## config.mk

```make
export PLATFORM = sky130hd
export DESIGN_NAME = data_mem_lsu
export DESIGN_NICKNAME = d
export VERILOG_FILES = /design/src/rtl/mem_pkg.sv /design/src/rtl/data_mem_lsu_align.sv /design/src/rtl/data_mem_lsu.sv
export SDC_FILE = /design/constraint.sdc
export NUM_CORES = 1
export LEC_CHECK = 0
export CAP_MARGIN = 5
export CORE_AREA = 2 2 103 115
export DETAILED_ROUTE_END_ITERATION = 8
export DIE_AREA = 0 0 105 117
export PLACE_DENSITY = 0.95
export SLEW_MARGIN = 10
export SYNTH_ARGS = -nofsm -noshare
export SYNTH_HDL_FRONTEND = slang
export SYNTH_HIERARCHICAL = 1
export SYNTH_SLANG_ARGS = --single-unit
```

## constraint.sdc

```tcl
create_clock -name clk -period 5.1 [get_ports clk]
set_input_delay 1.53 -clock clk [delete_from_list [all_inputs] [get_ports clk]]
set_output_delay 1.53 -clock clk [all_outputs]
set_load 0.01 [all_outputs]
```

## src/rtl/mem_pkg.sv

```systemverilog
// Shared definitions for the data-memory load/store unit: memop encodings,
// byte-lane write masks and the request FSM state type.
package mem_pkg;

  // Memory operation encodings carried on req_memop
  localparam logic [2:0] MEMOP_B  = 3'b000;
  localparam logic [2:0] MEMOP_H  = 3'b001;
  localparam logic [2:0] MEMOP_W  = 3'b010;
  localparam logic [2:0] MEMOP_BU = 3'b100;
  localparam logic [2:0] MEMOP_HU = 3'b101;

  // Byte-lane masks for a store at offset 0; shifted left by the byte offset
  localparam logic [3:0] MASK_B = 4'b0001;
  localparam logic [3:0] MASK_H = 4'b0011;
  localparam logic [3:0] MASK_W = 4'b1111;

  // Request FSM: accept in IDLE, count latency in WAIT, hold result in RESP
  typedef enum logic [1:0] {
    ST_IDLE = 2'd0,
    ST_WAIT = 2'd1,
    ST_RESP = 2'd2
  } state_t;

endpackage

```

## src/rtl/data_mem_lsu_align.sv

```systemverilog
// Combinational lane logic: decodes memop, checks alignment/legality, builds
// the store mask and shifted store data, and extracts/extends the load lane.
module lsu_align
  import mem_pkg::*;
#(
  parameter bit CHECK_ALIGN = 1'b1
) (
  input  logic [2:0]  memop,
  input  logic        wen,
  input  logic [1:0]  off,
  input  logic [31:0] wdata,
  input  logic [31:0] rword,
  output logic [3:0]  wmask,
  output logic [31:0] wdata_sh,
  output logic [31:0] rdata_ext,
  output logic        err
);

  logic       is_b;
  logic       is_h;
  logic       is_w;
  logic [1:0] eff_off;
  logic [3:0] base_mask;
  logic [31:0] lane;

  // Decode size, flag illegal/misaligned accesses and pick the effective offset
  always_comb begin
    is_b      = (memop == MEMOP_B) || (memop == MEMOP_BU);
    is_h      = (memop == MEMOP_H) || (memop == MEMOP_HU);
    is_w      = (memop == MEMOP_W);
    err       = 1'b0;
    eff_off   = off;
    base_mask = 4'b0000;
    if (!(is_b || is_h || is_w)) err = 1'b1;
    // Unsigned variants only make sense for loads
    if (wen && ((memop == MEMOP_BU) || (memop == MEMOP_HU))) err = 1'b1;
    if (CHECK_ALIGN) begin
      if (is_h && off[0])        err = 1'b1;
      if (is_w && (off != 2'b00)) err = 1'b1;
    end else if (is_h || is_w) begin
      // Without alignment checking, halfword/word ignore the low address bits
      eff_off = 2'b00;
    end
    if (is_b)      base_mask = MASK_B;
    else if (is_h) base_mask = MASK_H;
    else if (is_w) base_mask = MASK_W;
  end

  // Shift store data/mask into lane position and extend the load lane
  always_comb begin
    lane      = rword >> {eff_off, 3'b000};
    wdata_sh  = wdata << {eff_off, 3'b000};
    wmask     = err ? 4'b0000 : (base_mask << eff_off);
    rdata_ext = 32'h0;
    if (!err) begin
      case (memop)
        MEMOP_B:  rdata_ext = {{24{lane[7]}}, lane[7:0]};
        MEMOP_H:  rdata_ext = {{16{lane[15]}}, lane[15:0]};
        MEMOP_W:  rdata_ext = lane;
        MEMOP_BU: rdata_ext = {24'h0, lane[7:0]};
        MEMOP_HU: rdata_ext = {16'h0, lane[15:0]};
        default:  rdata_ext = 32'h0;
      endcase
    end
  end

endmodule

```

## src/rtl/data_mem_lsu.sv

```systemverilog
// Load/store unit in front of the physical memory. One request at a time:
// accept, wait LATENCY cycles, perform one aligned word access, respond.
//
// Handshakes: a transfer happens on a rising clk edge where valid and ready
// are both high. req_* must stay stable while req_valid is high and req_ready
// is low; resp_* stay stable while resp_valid is high and resp_ready is low.
//
// The memory port behaves like a call interface: pmem_rd_en / pmem_wr_en are
// single-cycle strobes, one per accepted non-error request, and pmem_rdata
// is expected back combinationally in the same cycle as pmem_rd_en.
module data_mem_lsu
  import mem_pkg::*;
#(
  parameter int LATENCY     = 1,
  parameter bit CHECK_ALIGN = 1'b1
) (
  input  logic        clk,
  input  logic        rst,
  input  logic        req_valid,
  output logic        req_ready,
  input  logic [31:0] req_addr,
  input  logic        req_wen,
  input  logic [2:0]  req_memop,
  input  logic [31:0] req_wdata,
  output logic        resp_valid,
  input  logic        resp_ready,
  output logic [31:0] resp_rdata,
  output logic        resp_err,
  output logic        pmem_rd_en,
  output logic        pmem_wr_en,
  output logic [31:0] pmem_addr,
  output logic [31:0] pmem_wdata,
  output logic [3:0]  pmem_wmask,
  input  logic [31:0] pmem_rdata,
  output logic [1:0]  state_dbg
);

  localparam int CW = (LATENCY > 1) ? $clog2(LATENCY) : 1;

  state_t      state;
  logic [CW-1:0] cnt;
  logic [31:0] addr_q;
  logic        wen_q;
  logic [2:0]  memop_q;
  logic [31:0] wdata_q;

  logic        access;
  logic [3:0]  al_wmask;
  logic [31:0] al_wdata_sh;
  logic [31:0] al_rdata_ext;
  logic        al_err;

  lsu_align #(
    .CHECK_ALIGN(CHECK_ALIGN)
  ) u_align (
    .memop     (memop_q),
    .wen       (wen_q),
    .off       (addr_q[1:0]),
    .wdata     (wdata_q),
    .rword     (pmem_rdata),
    .wmask     (al_wmask),
    .wdata_sh  (al_wdata_sh),
    .rdata_ext (al_rdata_ext),
    .err       (al_err)
  );

  // Access cycle: last WAIT cycle; reset in this cycle drops the access
  assign access     = (state == ST_WAIT) && (cnt == '0) && !rst;
  assign pmem_rd_en = access && !al_err && !wen_q;
  assign pmem_wr_en = access && !al_err && wen_q;
  assign pmem_addr  = {addr_q[31:2], 2'b00};
  assign pmem_wdata = al_wdata_sh;
  assign pmem_wmask = al_wmask;
  assign state_dbg  = state;

  // Request FSM with latency counter and registered handshake outputs
  always_ff @(posedge clk) begin
    if (rst) begin
      state      <= ST_IDLE;
      cnt        <= '0;
      addr_q     <= 32'h0;
      wen_q      <= 1'b0;
      memop_q    <= 3'b000;
      wdata_q    <= 32'h0;
      req_ready  <= 1'b1;
      resp_valid <= 1'b0;
      resp_rdata <= 32'h0;
      resp_err   <= 1'b0;
    end else begin
      case (state)
        ST_IDLE: begin
          if (req_valid) begin
            addr_q    <= req_addr;
            wen_q     <= req_wen;
            memop_q   <= req_memop;
            wdata_q   <= req_wdata;
            cnt       <= CW'(LATENCY - 1);
            req_ready <= 1'b0;
            state     <= ST_WAIT;
          end
        end
        ST_WAIT: begin
          if (cnt == '0) begin
            resp_rdata <= (al_err || wen_q) ? 32'h0 : al_rdata_ext;
            resp_err   <= al_err;
            resp_valid <= 1'b1;
            state      <= ST_RESP;
          end else begin
            cnt <= cnt - CW'(1);
          end
        end
        ST_RESP: begin
          // Return to IDLE only; the next request is accepted a cycle later
          if (resp_ready) begin
            resp_valid <= 1'b0;
            req_ready  <= 1'b1;
            state      <= ST_IDLE;
          end
        end
        default: begin
          resp_valid <= 1'b0;
          req_ready  <= 1'b1;
          state      <= ST_IDLE;
        end
      endcase
    end
  end

endmodule

```

==> results of run 1 <==
## per-layer routing
layer	share of wire	track usage
met1	0.40	0.286
met2	0.50	0.420
met3	0.068	0.0526
met4	0.035	0.129
met5	0	0
## report_power, final
group	internal (uW)	switching [uW]	total, uW
combinational	269	237	506
sequential	872	47.6	920
clock	428	305	733
total	1570	589	2160
## cell type report
cell class,count,area share
multi-input cells,433,0.348
repair buffers,217,0.294
flip-flops and latches,105,0.289
clock buffers,10,0.0314
well taps,150,0.0257
clock inverters,6,0.0113
inverters,1,0.000515
## worst max-delay path: stages, from the launching register on
cell and delay, ns:
dfxtp_2 0.54, nor2_1 0.63, a22oi_2 0.28, nor4b_1 0.34, clkdlybuf4s50_1 0.60
## cell families (layout without fill, tap and decap cells)
family          Yosys count  count (layout)
compound gates          174             174
xor+xnor                  1               1
buf+inv                  86             234
flops                   105             105
mux                      36              36
other cells               1               2
simple gates            220             220
## sequential cells by signal, summed over array words and instances, names as in the netlist
name	flops
addr_q	32
state_dbg	2
resp_valid	1
req_ready	1
resp_err	1
wdata_q	32
memop_q	3
wen_q	1
resp_rdata	32
## stage by stage
step                      instance area, um2  hold WS, ns  cells   util
after floorplan                         5150        0.432    624      -
after detailed placement                6980        0.445    906  0.624
after global routing                    7290        0.472    922  0.652
after CTS                               7290        0.455    922  0.652
final                                   7290        0.454    922  0.652
after global placement                  6980        0.441    906  0.624
## final timing paths
check / startpoint / to / slack [ns] / cells past startpoint
max: addr_q[1]$_SDFFE_PP0P_ / pmem_wr_en / 0.84 / 4
min reg2reg: addr_q[3]$_SDFFE_PP0P_ / addr_q[3]$_SDFFE_PP0P_ / 0.45 / 2
min: addr_q[3]$_SDFFE_PP0P_ / addr_q[3]$_SDFFE_PP0P_ / 0.45 / 2
max reg2reg: addr_q[0]$_SDFFE_PP0P_ / resp_rdata[4]$_SDFFE_PP0N_ / 2.60 / 6
## cell usage after synthesis (12+ instances only)
master	count
mux2i_1	26
nor2b_1	18
a211oi_1	22
a22o_1	32
dfxtp_1	105
buf_2	20
buf_4	35
nor2_1	17
a21oi_2	12
nand2_1	164
clkbuf_1	22
a21oi_1	86
==> reports/qor.csv, run 1 <==
metric,value,unit
status,"finished, final reports clean",
xor and xnor area share after synthesis,0.00170,
"Avg Cell Area, Syn",8.26,um2
final period utilization,0.836,
CTS Buffer Depth,2,
WL per Instance,16.6,um
Root Driver,clkbuf_16,
Residual DRC,0,
Clock Latency Late Sink,0.34,ns
top area cells in the synthesized netlist,"dfxtp_1 41%, nand2_1 12%, a21oi_1 8.4%, a22o_1 5.4%, buf_4 5.1%",
Routed Antenna Nets,0,
Die H,117,um
Synth Cell Area,0.00515,mm2
PostCTS Resize Cnt,0,
initial core utilization,0.460,
Max Fclk,235,MHz
Worst Path Arrival,2.73,ns
vias per inst,5.33,
required time worst endpoint,3.57,ns
Yosys top cell area share,0.408,
worst hold path type,reg2reg,
complex-gate fraction of the synthesized area,0.227,
total global-route track usage,0.243,
CP endpoint kind,primary output,
post-synthesis adder-cell area fraction,0,
Fin. Hold Viols,0,
Max-Cap Viols,0,
RSZ-0062 raised after global routing,no,
number of synthesized register bits,105,
"commonest non-fill, non-tap cell in the layout",clkdlybuf4s50_1,
Vias,4912,
worst vdd ir,0.174,mV
fin. max-slew vios,0,
ys flop type,dfxtp_1,
fillers,925,
Tmin final,4.26,ns
GP Congestion,0.888,
Setup Skew,0.00827,ns
Simple-Gate Fraction of Synth Area,0.188,
share of cells above drive strength 1,0.0855,
Row Count,41,
Setup CP Type,reg2out,
Core Footprint,0.0112,mm2
most frequent cells in the layout,"207 x clkdlybuf4s50_1, 164 x nand2_1, 103 x dfxtp_1",
Final TNS setup,0,ns
Unique masters post-synth,42,
CP max FO,32,
area occupied by multi-input gates,0.00254,mm2
WL final,15300,um
initial DRC count,273,
Setup-failing EPs final,0,
relative max-transition margin,0.403,
ratio of total power to cell area,296,mW/mm2
Leakage Power,0.00263,uW
Tightest Pin Transition,0.893,ns
gr ovfl total,0,
CP startpoint kind,flop,
Mapped Cells,623,
Num CTS Buffers,9,
# nets final,871,
postcts setup bufs,0,
diode count,0,
Yosys top cell by area,dfxtp_1,
CTS tree,done,
HPWL Detailed,10900,um
Reg area,0.00210,mm2
asr flop ratio synth,0,
hold_buf cts,0,
multiplexer share of the synthesized area,0.0732,
drt pass-1 iters,5,
initial antenna violation count,0,
Final Worst Setup Slack,0.837,ns
H-tree depth,3,
Layout Area Growth over Synthesis,41.7,%
count of port buffers added during placement,208,
"Seq/Total Area, Yosys",0.408,
die area,0.0123,mm2
largest net degree at the start of global routing,76,
"EDFF count, synth",0,
"Power, Total",2160,uW
YS warnings,6,
Post-Place Setup Slack,1.03,ns
die extent in x,105,um
I/O pin cnt,211,
global-route wire length before repair,23700,um
vias in the first global route,4616,
"Reg clk slew, reported paths",0.07,ns
main combinational cell family by area after synthesis,compound AO/OA/AOI/OAI gates,
CTS sink cnt,105,
Power figures use the tool's default switching activity.
==> inputs of run 2 (changes only) <==
Settings changed: CORE_AREA 2 2 103 115 to 2 2 113 126, DIE_AREA 0 0 105 117 to 0 0 115 128, PLACE_DENSITY 0.95 to 0.87.
Clock period 5.1 ns to 3.4 ns, I/O delays scaled along.
==> reports/qor.csv, run 2 (synthesis gave the netlist of run 1 again) <==
metric,value,unit
status,"finished, final reports clean",
Leakage Power,0.00269,uW
HPWL Detailed,11000,um
initial DRC count,231,
"Power, Total",3380,uW
top flop regs,"addr_q: 32 flops, resp_rdata: 32 flops, wdata_q: 32 flops",
met3 Use GR,0.0582,
launch point of the worst reg-to-reg path,addr_q[1]$_SDFFE_PP0P_,
Setup Skew,0.00791,ns
ratio of total power to cell area,456,mW/mm2
# nets final,877,
Reg area,0.00210,mm2
Final Worst Setup Slack,0.172,ns
die extent in x,115,um
Min Hold Slack,0.450,ns
min-delay src,wdata_q[31]$_SDFFE_PP0P_,
area occupied by multi-input gates,0.00255,mm2
WL final,15600,um
initial core utilization,0.381,
die area,0.0147,mm2
Vias,4932,
Tmin final,3.23,ns
Clock Latency Late Sink,0.36,ns
WL per Instance,16.5,um
"Reg clk slew, reported paths",0.07,ns
Setup-failing EPs final,0,
worst vdd ir,0.226,mV
H-tree depth,3,
diode count,0,
relative max-transition margin,0.409,
beginning of the critical path,memop_q[2]$_SDFFE_PP0P_,
largest net degree at the start of global routing,67,
fillers,1206,
worst hold path type,reg2reg,
CTS tree,done,
Max-Cap Viols,0,
"commonest non-fill, non-tap cell in the layout",clkdlybuf4s50_1,
GP Congestion,0.839,
Final TNS setup,0,ns
total global-route track usage,0.211,
CTS Buffer Depth,2,
Routed Antenna Nets,0,
count of port buffers added during placement,208,
Tightest Pin Transition,0.884,ns
Residual DRC,0,
Worst Path Arrival,2.21,ns
Root Driver,clkbuf_16,
met2 Usage GRT,0.350,
vias in the first global route,4763,
Setup CP Type,reg2out,
I/O pin cnt,211,
DP Area,0.00707,mm2
fin. max-slew vios,0,
vias per inst,5.24,
CP max FO,9,
GR peak layer,met2,
final period utilization,0.950,
hold_buf cts,0,
Max Fclk,310,MHz
Post-Place Setup Slack,0.326,ns
initial antenna violation count,0,
CP endpoint kind,primary output,
CTS sink cnt,105,
Fin. Hold Viols,0,
Layout Area Growth over Synthesis,44.2,%
FF-to-FF setup slack,1.12,ns
gr ovfl total,0,
met1 GRT Util,0.249,
CP startpoint kind,flop,
Row Count,45,
global-route wire length before repair,24400,um
Core Footprint,0.0135,mm2
Die H,128,um
most frequent cells in the layout,"207 x clkdlybuf4s50_1, 164 x nand2_1, 103 x dfxtp_1",
required time worst endpoint,2.38,ns
RSZ-0062 raised after global routing,no,
fin area,0.00742,mm2
Num CTS Buffers,9,
drt pass-1 iters,4,
share of cells above drive strength 1,0.0913,
## run 2: critical path, stage by stage (launching register included)
cell and delay [ns]:
dfxtp_1 0.41, nor2_1 0.28, and3_1 0.42, a31o_2 0.18, clkdlybuf4s50_1 0.57
## run 2: cell type report
class / count / area share
multi-input combinational: 433 / 0.343
inverter: 1 / 0.000506
clock inverter: 4 / 0.0133
tap: 164 / 0.0277
timing repair buffer: 223 / 0.298
sequential: 105 / 0.284
clock buffer: 12 / 0.0332
## run 2: power breakdown
group | leakage, uW | internal [uW] | total, uW | switching (uW)
sequential | 0.000860 | 1310 | 1370 | 58.2
clock | 0.000167 | 744 | 1220 | 479
combinational | 0.00166 | 415 | 790 | 375
## run 2: repair_timing
item	4_1_cts	5_1_grt
setup endpoints to repair	0	1
hold endpoints to repair	0	0
resized for setup	0	1
buffers inserted	0	0
## run 2: worst paths after layout
check | endpoint | cells after the start
worst max-delay path | pmem_wmask[3] | 4
worst min-delay path | wdata_q[31]$_SDFFE_PP0P_ | 2
worst max register to register | resp_rdata[19]$_SDFFE_PP0N_ | 5
worst min register to register | wdata_q[31]$_SDFFE_PP0P_ | 2
## run 2: metrics by stage
stage | utilization | std cells
after floorplan | - | 624
after global placement | 0.523 | 926
after detailed placement | 0.523 | 926
after CTS | 0.549 | 942
after global routing | 0.549 | 942
final | 0.549 | 942
## run 2: routing by layer
layer,up-vias,share of wire,wire length [um]
li1,2389,-,-
met2,195,0.49,7620
met4,0,0.035,544
met3,38,0.073,1140
met5,-,0,0
met1,2310,0.40,6260
